### src/rtl/dma_burst_gen_if.sv
// Burst request / completion channel between the DMA burst generator (master)
// and the memory-side engine that accepts bursts and reports their completion (slave).
interface dma_burst_gen_if #(
  parameter int ADDR_WIDTH = 32,
  parameter int DATA_WIDTH = 64
);
  localparam int BPB = DATA_WIDTH / 8;

  logic                  req_valid_o;
  logic                  req_ready_i;
  logic [ADDR_WIDTH-1:0] req_addr_o;
  logic [7:0]            req_alen_o;
  logic [2:0]            req_size_o;
  logic [BPB-1:0]        req_strb_o;
  logic                  cmpl_valid_i;
  logic                  cmpl_err_i;

  modport master (
    output req_valid_o, req_addr_o, req_alen_o, req_size_o, req_strb_o,
    input  req_ready_i, cmpl_valid_i, cmpl_err_i
  );

  modport slave (
    input  req_valid_o, req_addr_o, req_alen_o, req_size_o, req_strb_o,
    output req_ready_i, cmpl_valid_i, cmpl_err_i
  );
endinterface

### src/rtl/dma_burst_gen.sv
// Splits a (base, length) transfer into AXI-style bursts that never cross a 4 KB
// boundary, limiting the number of outstanding bursts and draining them on stop.
module dma_burst_gen #(
  parameter int ADDR_WIDTH   = 32,
  parameter int DATA_WIDTH   = 64,
  parameter int BYTES_WIDTH  = 32,
  parameter int MAX_BEATS    = 256,
  parameter int MAX_PEND     = 8,
  parameter int MAX_BURST_EN = 1
) (
  input  logic                       clk,
  input  logic                       rst_n,
  input  logic                       start_i,
  input  logic                       abort_i,
  input  logic [ADDR_WIDTH-1:0]      base_addr_i,
  input  logic [BYTES_WIDTH-1:0]     num_bytes_i,
  dma_burst_gen_if.master            bus,
  output logic                       busy_o,
  output logic                       done_o,
  output logic                       error_o,
  output logic [$clog2(MAX_PEND):0]  pend_o
);

  localparam int BPB = DATA_WIDTH / 8;
  localparam int SZ  = $clog2(BPB);
  localparam int PW  = $clog2(MAX_PEND) + 1;
  localparam int CAP = (MAX_BURST_EN != 0) ? MAX_BEATS : 1;

  typedef enum logic [1:0] {IDLE, ISSUE, DRAIN, DONE} state_t;

  state_t                 r_state;
  logic [ADDR_WIDTH-1:0]  r_addr;
  logic [BYTES_WIDTH-1:0] r_rem;
  logic                   r_valid;
  logic                   r_stop;
  logic                   r_busy;
  logic                   r_done;
  logic                   r_err;
  logic [7:0]             r_alen;
  logic [BPB-1:0]         r_strb;
  logic [PW-1:0]          r_pend;

  logic [11:0]            w_off;
  logic [BYTES_WIDTH-1:0] w_rem;
  logic [BYTES_WIDTH-1:0] w_rem_mod;
  logic [BYTES_WIDTH-1:0] w_rem_beats;
  logic [BYTES_WIDTH-1:0] w_bound_beats;
  logic [BYTES_WIDTH-1:0] w_beats;
  logic [BYTES_WIDTH-1:0] w_bytes;
  logic                   w_last;
  logic [BPB-1:0]         w_strb;
  logic                   w_hs;
  logic                   w_cmpl;
  logic                   w_cerr;
  logic                   w_stop;
  logic                   w_misalign;
  logic [PW-1:0]          w_pend_nxt;
  logic                   w_pend_ok;

  // In IDLE the burst is sized straight from the start inputs so the first
  // request can be presented the cycle after start.
  always_comb begin
    w_off         = (r_state == IDLE) ? base_addr_i[11:0] : r_addr[11:0];
    w_rem         = (r_state == IDLE) ? num_bytes_i : r_rem;
    w_rem_mod     = w_rem & BYTES_WIDTH'(BPB - 1);
    w_rem_beats   = (w_rem >> SZ) + BYTES_WIDTH'(w_rem_mod != '0);
    w_bound_beats = BYTES_WIDTH'((13'd4096 - {1'b0, w_off}) >> SZ);
    w_beats       = w_rem_beats;
    if (w_bound_beats < w_beats) w_beats = w_bound_beats;
    if (BYTES_WIDTH'(CAP) < w_beats) w_beats = BYTES_WIDTH'(CAP);
    w_bytes       = w_beats << SZ;
    w_last        = (w_beats == w_rem_beats);
    for (int unsigned i = 0; i < BPB; i++) begin
      w_strb[i] = !w_last || (w_rem_mod == '0) || (BYTES_WIDTH'(i) < w_rem_mod);
    end
  end

  always_comb begin
    w_misalign = (base_addr_i & ADDR_WIDTH'(BPB - 1)) != '0;
    w_hs       = r_valid & bus.req_ready_i;
    w_cmpl     = bus.cmpl_valid_i && (r_pend != '0);
    w_cerr     = bus.cmpl_valid_i & bus.cmpl_err_i;
    w_stop     = r_stop | abort_i | w_cerr;
    case ({w_hs, w_cmpl})
      2'b10:   w_pend_nxt = r_pend + PW'(1);
      2'b01:   w_pend_nxt = r_pend - PW'(1);
      default: w_pend_nxt = r_pend;
    endcase
    w_pend_ok  = w_pend_nxt < PW'(MAX_PEND);
  end

  always_ff @(posedge clk or negedge rst_n) begin
    if (!rst_n) r_pend <= '0;
    else        r_pend <= w_pend_nxt;
  end

  always_ff @(posedge clk or negedge rst_n) begin
    if (!rst_n) begin
      r_state <= IDLE;
      r_addr  <= '0;
      r_rem   <= '0;
      r_valid <= 1'b0;
      r_stop  <= 1'b0;
      r_busy  <= 1'b0;
      r_done  <= 1'b0;
      r_err   <= 1'b0;
      r_alen  <= '0;
      r_strb  <= '0;
    end else begin
      r_done <= 1'b0;
      case (r_state)
        IDLE: begin
          if (start_i) begin
            r_addr <= base_addr_i;
            r_rem  <= num_bytes_i;
            r_err  <= w_misalign;
            r_stop <= 1'b0;
            r_busy <= 1'b1;
            if (w_misalign || (num_bytes_i == '0)) begin
              r_state <= DONE;
              r_done  <= 1'b1;
            end else begin
              r_state <= ISSUE;
              r_valid <= 1'b1;
              r_alen  <= 8'(w_beats - BYTES_WIDTH'(1));
              r_strb  <= w_strb;
            end
          end
        end
        ISSUE: begin
          if (w_cerr) r_err <= 1'b1;
          if (w_hs) begin
            r_valid <= 1'b0;
            r_addr  <= r_addr + ADDR_WIDTH'(w_bytes);
            r_rem   <= w_last ? '0 : r_rem - w_bytes;
            if (w_last || w_stop) r_state <= DRAIN;
          end else if (!r_valid) begin
            if (w_stop) begin
              r_state <= DRAIN;
            end else if (w_pend_ok) begin
              r_valid <= 1'b1;
              r_alen  <= 8'(w_beats - BYTES_WIDTH'(1));
              r_strb  <= w_strb;
            end
          end else if (abort_i || w_cerr) begin
            // A presented request must still complete its handshake before stopping.
            r_stop <= 1'b1;
          end
        end
        DRAIN: begin
          if (w_cerr) r_err <= 1'b1;
          if (w_pend_nxt == '0) begin
            r_state <= DONE;
            r_done  <= 1'b1;
          end
        end
        DONE: begin
          r_state <= IDLE;
          r_busy  <= 1'b0;
        end
        default: r_state <= IDLE;
      endcase
    end
  end

  assign bus.req_valid_o = r_valid;
  assign bus.req_addr_o  = r_addr;
  assign bus.req_alen_o  = r_alen;
  assign bus.req_size_o  = 3'(SZ);
  assign bus.req_strb_o  = r_strb;
  assign busy_o          = r_busy;
  assign done_o          = r_done;
  assign error_o         = r_err;
  assign pend_o          = r_pend;

endmodule

### src/flat_wrapper.sv
// flat-port wrapper written by rule: the top's interface ports become plain ports
module dma_burst_gen_flat 
#(
  parameter int ADDR_WIDTH   = 32,
  parameter int DATA_WIDTH   = 64,
  parameter int BYTES_WIDTH  = 32,
  parameter int MAX_BEATS    = 256,
  parameter int MAX_PEND     = 8,
  parameter int MAX_BURST_EN = 1
)
  (clk, rst_n, start_i, abort_i, base_addr_i, num_bytes_i, busy_o, done_o, error_o, pend_o, bus_req_valid_o, bus_req_addr_o, bus_req_alen_o, bus_req_size_o, bus_req_strb_o, bus_req_ready_i, bus_cmpl_valid_i, bus_cmpl_err_i);
  dma_burst_gen_if #(.ADDR_WIDTH(ADDR_WIDTH), .DATA_WIDTH(DATA_WIDTH)) bus_i ();
  input  logic clk;
  input  logic rst_n;
  input  logic start_i;
  input  logic abort_i;
  input  logic [ADDR_WIDTH-1:0] base_addr_i;
  input  logic [BYTES_WIDTH-1:0] num_bytes_i;
  output logic busy_o;
  output logic done_o;
  output logic error_o;
  output logic [$clog2(MAX_PEND):0] pend_o;
  output wire logic [$bits(bus_i.req_valid_o)-1:0] bus_req_valid_o;
  output wire logic [$bits(bus_i.req_addr_o)-1:0] bus_req_addr_o;
  output wire logic [$bits(bus_i.req_alen_o)-1:0] bus_req_alen_o;
  output wire logic [$bits(bus_i.req_size_o)-1:0] bus_req_size_o;
  output wire logic [$bits(bus_i.req_strb_o)-1:0] bus_req_strb_o;
  input wire logic [$bits(bus_i.req_ready_i)-1:0] bus_req_ready_i;
  input wire logic [$bits(bus_i.cmpl_valid_i)-1:0] bus_cmpl_valid_i;
  input wire logic [$bits(bus_i.cmpl_err_i)-1:0] bus_cmpl_err_i;
  assign bus_req_valid_o = bus_i.req_valid_o;
  assign bus_req_addr_o = bus_i.req_addr_o;
  assign bus_req_alen_o = bus_i.req_alen_o;
  assign bus_req_size_o = bus_i.req_size_o;
  assign bus_req_strb_o = bus_i.req_strb_o;
  assign bus_i.req_ready_i = bus_req_ready_i;
  assign bus_i.cmpl_valid_i = bus_cmpl_valid_i;
  assign bus_i.cmpl_err_i = bus_cmpl_err_i;
  dma_burst_gen #(.ADDR_WIDTH(ADDR_WIDTH), .DATA_WIDTH(DATA_WIDTH), .BYTES_WIDTH(BYTES_WIDTH), .MAX_BEATS(MAX_BEATS), .MAX_PEND(MAX_PEND), .MAX_BURST_EN(MAX_BURST_EN)) u_core (.clk(clk), .rst_n(rst_n), .start_i(start_i), .abort_i(abort_i), .base_addr_i(base_addr_i), .num_bytes_i(num_bytes_i), .bus(bus_i), .busy_o(busy_o), .done_o(done_o), .error_o(error_o), .pend_o(pend_o));
endmodule
### config.mk
export PLATFORM = sky130hd
export DESIGN_NAME = dma_burst_gen_flat
export DESIGN_NICKNAME = d
export VERILOG_FILES = /design/src/rtl/dma_burst_gen_if.sv /design/src/rtl/dma_burst_gen.sv /design/src/flat_wrapper.sv
export SDC_FILE = /design/constraint.sdc
export NUM_CORES = 1
export LEC_CHECK = 0
export CAP_MARGIN = 15
export CORE_MARGIN = 2
export CORE_UTILIZATION = 57
export DETAILED_ROUTE_END_ITERATION = 10
export HOLD_SLACK_MARGIN = 0.08
export PLACE_DENSITY = 0.85
export SLEW_MARGIN = 25
export SYNTH_ARGS = -nofsm -noshare
export SYNTH_HDL_FRONTEND = slang
export SYNTH_SLANG_ARGS = --single-unit
### constraint.sdc
create_clock -name clk -period 10.8 [get_ports clk]
set_input_delay 2.16 -clock clk [delete_from_list [all_inputs] [get_ports clk]]
set_output_delay 2.16 -clock clk [all_outputs]
set_load 0.01 [all_outputs]
==> impl_metrics.yaml <==
sta:
  finalMaxSlewViolations: 0
  finalCritPeriodShare: 0.936
  tns_ps: 0
  slew_headroom: 0.360
  finalCriticalPeriod_ps: 10110
  setup_viol: 0
  clock.fmax_mhz: 98.9
  rsz0062_at_grt: "false"
  worst_clock_skew_ps: 12.6
  final_hold_viol_count: 0
  tightest_slew_ps: 959
drt:
  drcViolationCount: 0
  antenna_left: 0
  drtIter0Drc: 960
  dr_wl_met3_mm: 2.23
  vias: 9906
  wl_per_cell_microns: 18.2
  detail_route.vias_per_cell: 6.29
  first_pass_iters: 5
  wl_met2_mm: 13.3
  wl_met1_mm: 12.1
  postRouteWirelength_mm: 28.7
  topRoutingLayerUsed: "met4"
logic_synthesis:
  synth_enable_flop_cells: 0
  synth-async-reset-ratio: 1.00
  seq_area_frac_synth: 0.233
  ys_top_cells_by_area: "dfrtp_1 23%, ha_1 10%, a21oi_1 6.5%"
  ys_ff_latch: 91
  ys_warn_count: 0
  synthCells: 1212
  avgSynthCellArea_sq_um: 8.05
  yosysTopAreaCell: "dfrtp_1"
  synth-main-ff-cell: "dfrtp_1"
  ys_types: 87
  yosysTopAreaCellShare: 0.233
  syn_area_sq_um: 9760
layout:
  area_growth_pct: 19.0
  fin_nets: 1504
  antenna_cells: 0
  drive_gt1_frac: 0.0561
  post-route-util: 0.698
  final_cell_mix: "125 x a21oi_1, 125 x clkdlybuf4s50_1, 103 x nor2_1, 100 x nand2_1, 91 x dfrtp_1"
worst_setup_path:
  slowest_stage: "mux2i_1"
  critPathMaxFanout: 7
  r2r_cells: 33
  reg2reg_setup_slack_ps: 1500
  cp.depth: 32
  path_buf_inv: 3
  worst_ep_required_time_ps: 11090
  rr_startpoint: "u_core.r_state[0]$_DFFE_PN0P_"
  arrival_ps: 10400
  worstSetupStartpoint: "num_bytes_i[2]"
  critPathLaunchType: "input port"
  critPathMaxStageDelay_ps: 490
  endpoint: "u_core.r_rem[27]$_DFFE_PN0P_"
  worstSetupEndpointType: "flop"
  r2r-end: "u_core.r_rem[27]$_DFFE_PN0P_"
  critPathKind: "in2reg"
  path_delay_family: "compound AO/OA/AOI/OAI gates"
status:
  status: "complete, no violations"
global_route:
  grt_pass1_vias: 9332
  grt_max_degree: 81
  grtUsageTotal: 0.317
  grt_pass1_wl_mm: 46.7
  antenna_found_initial: 0
  overflow: 0
floorplan:
  core_area_sq_um: 16600
  die_area_sq_um: 18200
  pin_count: 130
  die_h_microns: 135
  initial_core_util: 0.586
  rows: 47
  die_x_microns: 135
min_path:
  hold_path_class: "reg2reg"
pwr:
  p_sw_frac: 0.518
  power.switching_mw: 2.19
  p_clk_frac: 0.083
  powerDensity_nw_per_um2: 364
  pwr-share-seq: 0.164
  leakage_nw: 4.85
  vdd_ir_drop_max_uv: 220
  intPower_mw: 2.04
  p_comb_frac: 0.753
clock_network:
  cts_tree: "yes"
  clock-root-buffer: "clkbuf_16"
  cts.sinks: 91
  clk_pin_slew_ps: 70
  cts_setup_buffers: 0
  cts_buffer_depth: 2
  ctsHoldBuffers: 0
  cts.repair.resized: 0
  numCtsBuffers: 9
  worstSkewPairLatency_ps: 360
  htree_levels: 3
placed_design:
  io_buffers: 126
  dp_hpwl_mm: 21.1
  gp_congestion: 0.988
run:
  maxCapViolations: 0
==> power by group through the flow <==
stage | clock (mW) | sequential, mW | combinational [mW]
after detailed placement | 0 | 0.693 | 3.09
after global routing | 0.364 | 0.715 | 3.49
after floorplan | 0 | 0.686 | 2.28
after global placement | 0 | 0.687 | 3.01
final | 0.349 | 0.693 | 3.18
after CTS | 0.351 | 0.688 | 3.12
==> through the flow <==
step | worst slack, ps | total power, mW | area [sq um] | hold slack (ps) | instances
after global routing | 126 | 4.57 | 11600 | 508 | 1574
after detailed placement | 519 | 3.78 | 11300 | 460 | 1559
after global placement | 828 | 3.70 | 11300 | 448 | 1559
final | 693 | 4.22 | 11600 | 475 | 1574
after CTS | 792 | 4.16 | 11600 | 480 | 1574
after floorplan | 2150 | 2.97 | 9910 | 485 | 1253
==> synth_stat cells (all sizes together), types with 18 or more instances <==
library cell	n
xnor2	51
mux2i	60
nor2	103
inv	52
o21ai	83
ha	80
a21o	27
buf	22
dfrtp	91
nand4	27
nand2	101
nand3	62
nor3	19
xor2	25
clkbuf	28
nor4	18
a21oi	127
==> flip-flops by register name, indices dropped and copies added (netlist names) <==
| register | count |
|---|---|
| u_core.bus.req_alen_o | 8 |
| u_core.pend_o | 4 |
| u_core.error_o | 1 |
| u_core.bus.req_addr_o | 32 |
| u_core.bus.req_strb_o | 8 |
| u_core.bus.req_valid_o | 1 |
| u_core.done_o | 1 |
| u_core.busy_o | 1 |
| u_core.r_rem | 32 |
| u_core.r_state | 2 |
| u_core.r_stop | 1 |
==> worst min path at each step <==
stage	cells past startpoint	from	to	slack, ps
global placement	1	u_core.bus.req_strb_o[0]$_DFFE_PN0P_	u_core.bus.req_strb_o[0]$_DFFE_PN0P_	450
global route	1	u_core.bus.req_strb_o[0]$_DFFE_PN0P_	u_core.bus.req_strb_o[0]$_DFFE_PN0P_	510
CTS	1	u_core.bus.req_strb_o[0]$_DFFE_PN0P_	u_core.bus.req_strb_o[0]$_DFFE_PN0P_	480
finish	1	u_core.bus.req_strb_o[0]$_DFFE_PN0P_	u_core.bus.req_strb_o[0]$_DFFE_PN0P_	480
detailed placement	1	u_core.bus.req_strb_o[0]$_DFFE_PN0P_	u_core.bus.req_strb_o[0]$_DFFE_PN0P_	460
floorplan	2	u_core.r_rem[30]$_DFFE_PN0P_	u_core.r_rem[30]$_DFFE_PN0P_	480
==> layer usage <==
metal / vias up / track usage
met5: - / 0
met4: 0 / 0.145
met3: 77 / 0.0454
met2: 461 / 0.511
met1: 4661 / 0.423
li1: 4707 / -
==> cell families after synthesis <==
logic type,count (synthesis),share of synthesized area
mux,74,0.0781
compound gates,355,0.237
simple gates,429,0.229
buf+inv,102,0.0455
xor+xnor,76,0.0682
fa+ha+maj,83,0.109
flops,91,0.233
other cells,2,0.000770
==> cell type report <==
class	count	area [sq um]
clock buffers	11	233
repair buffers	136	1330
well taps	220	275
fillers	1408	5030
flip-flops and latches	91	2280
clock inverters	4	76.3
multi-input cells	1060	7220
inverters	52	195
(Power assumes the default switching activity.)
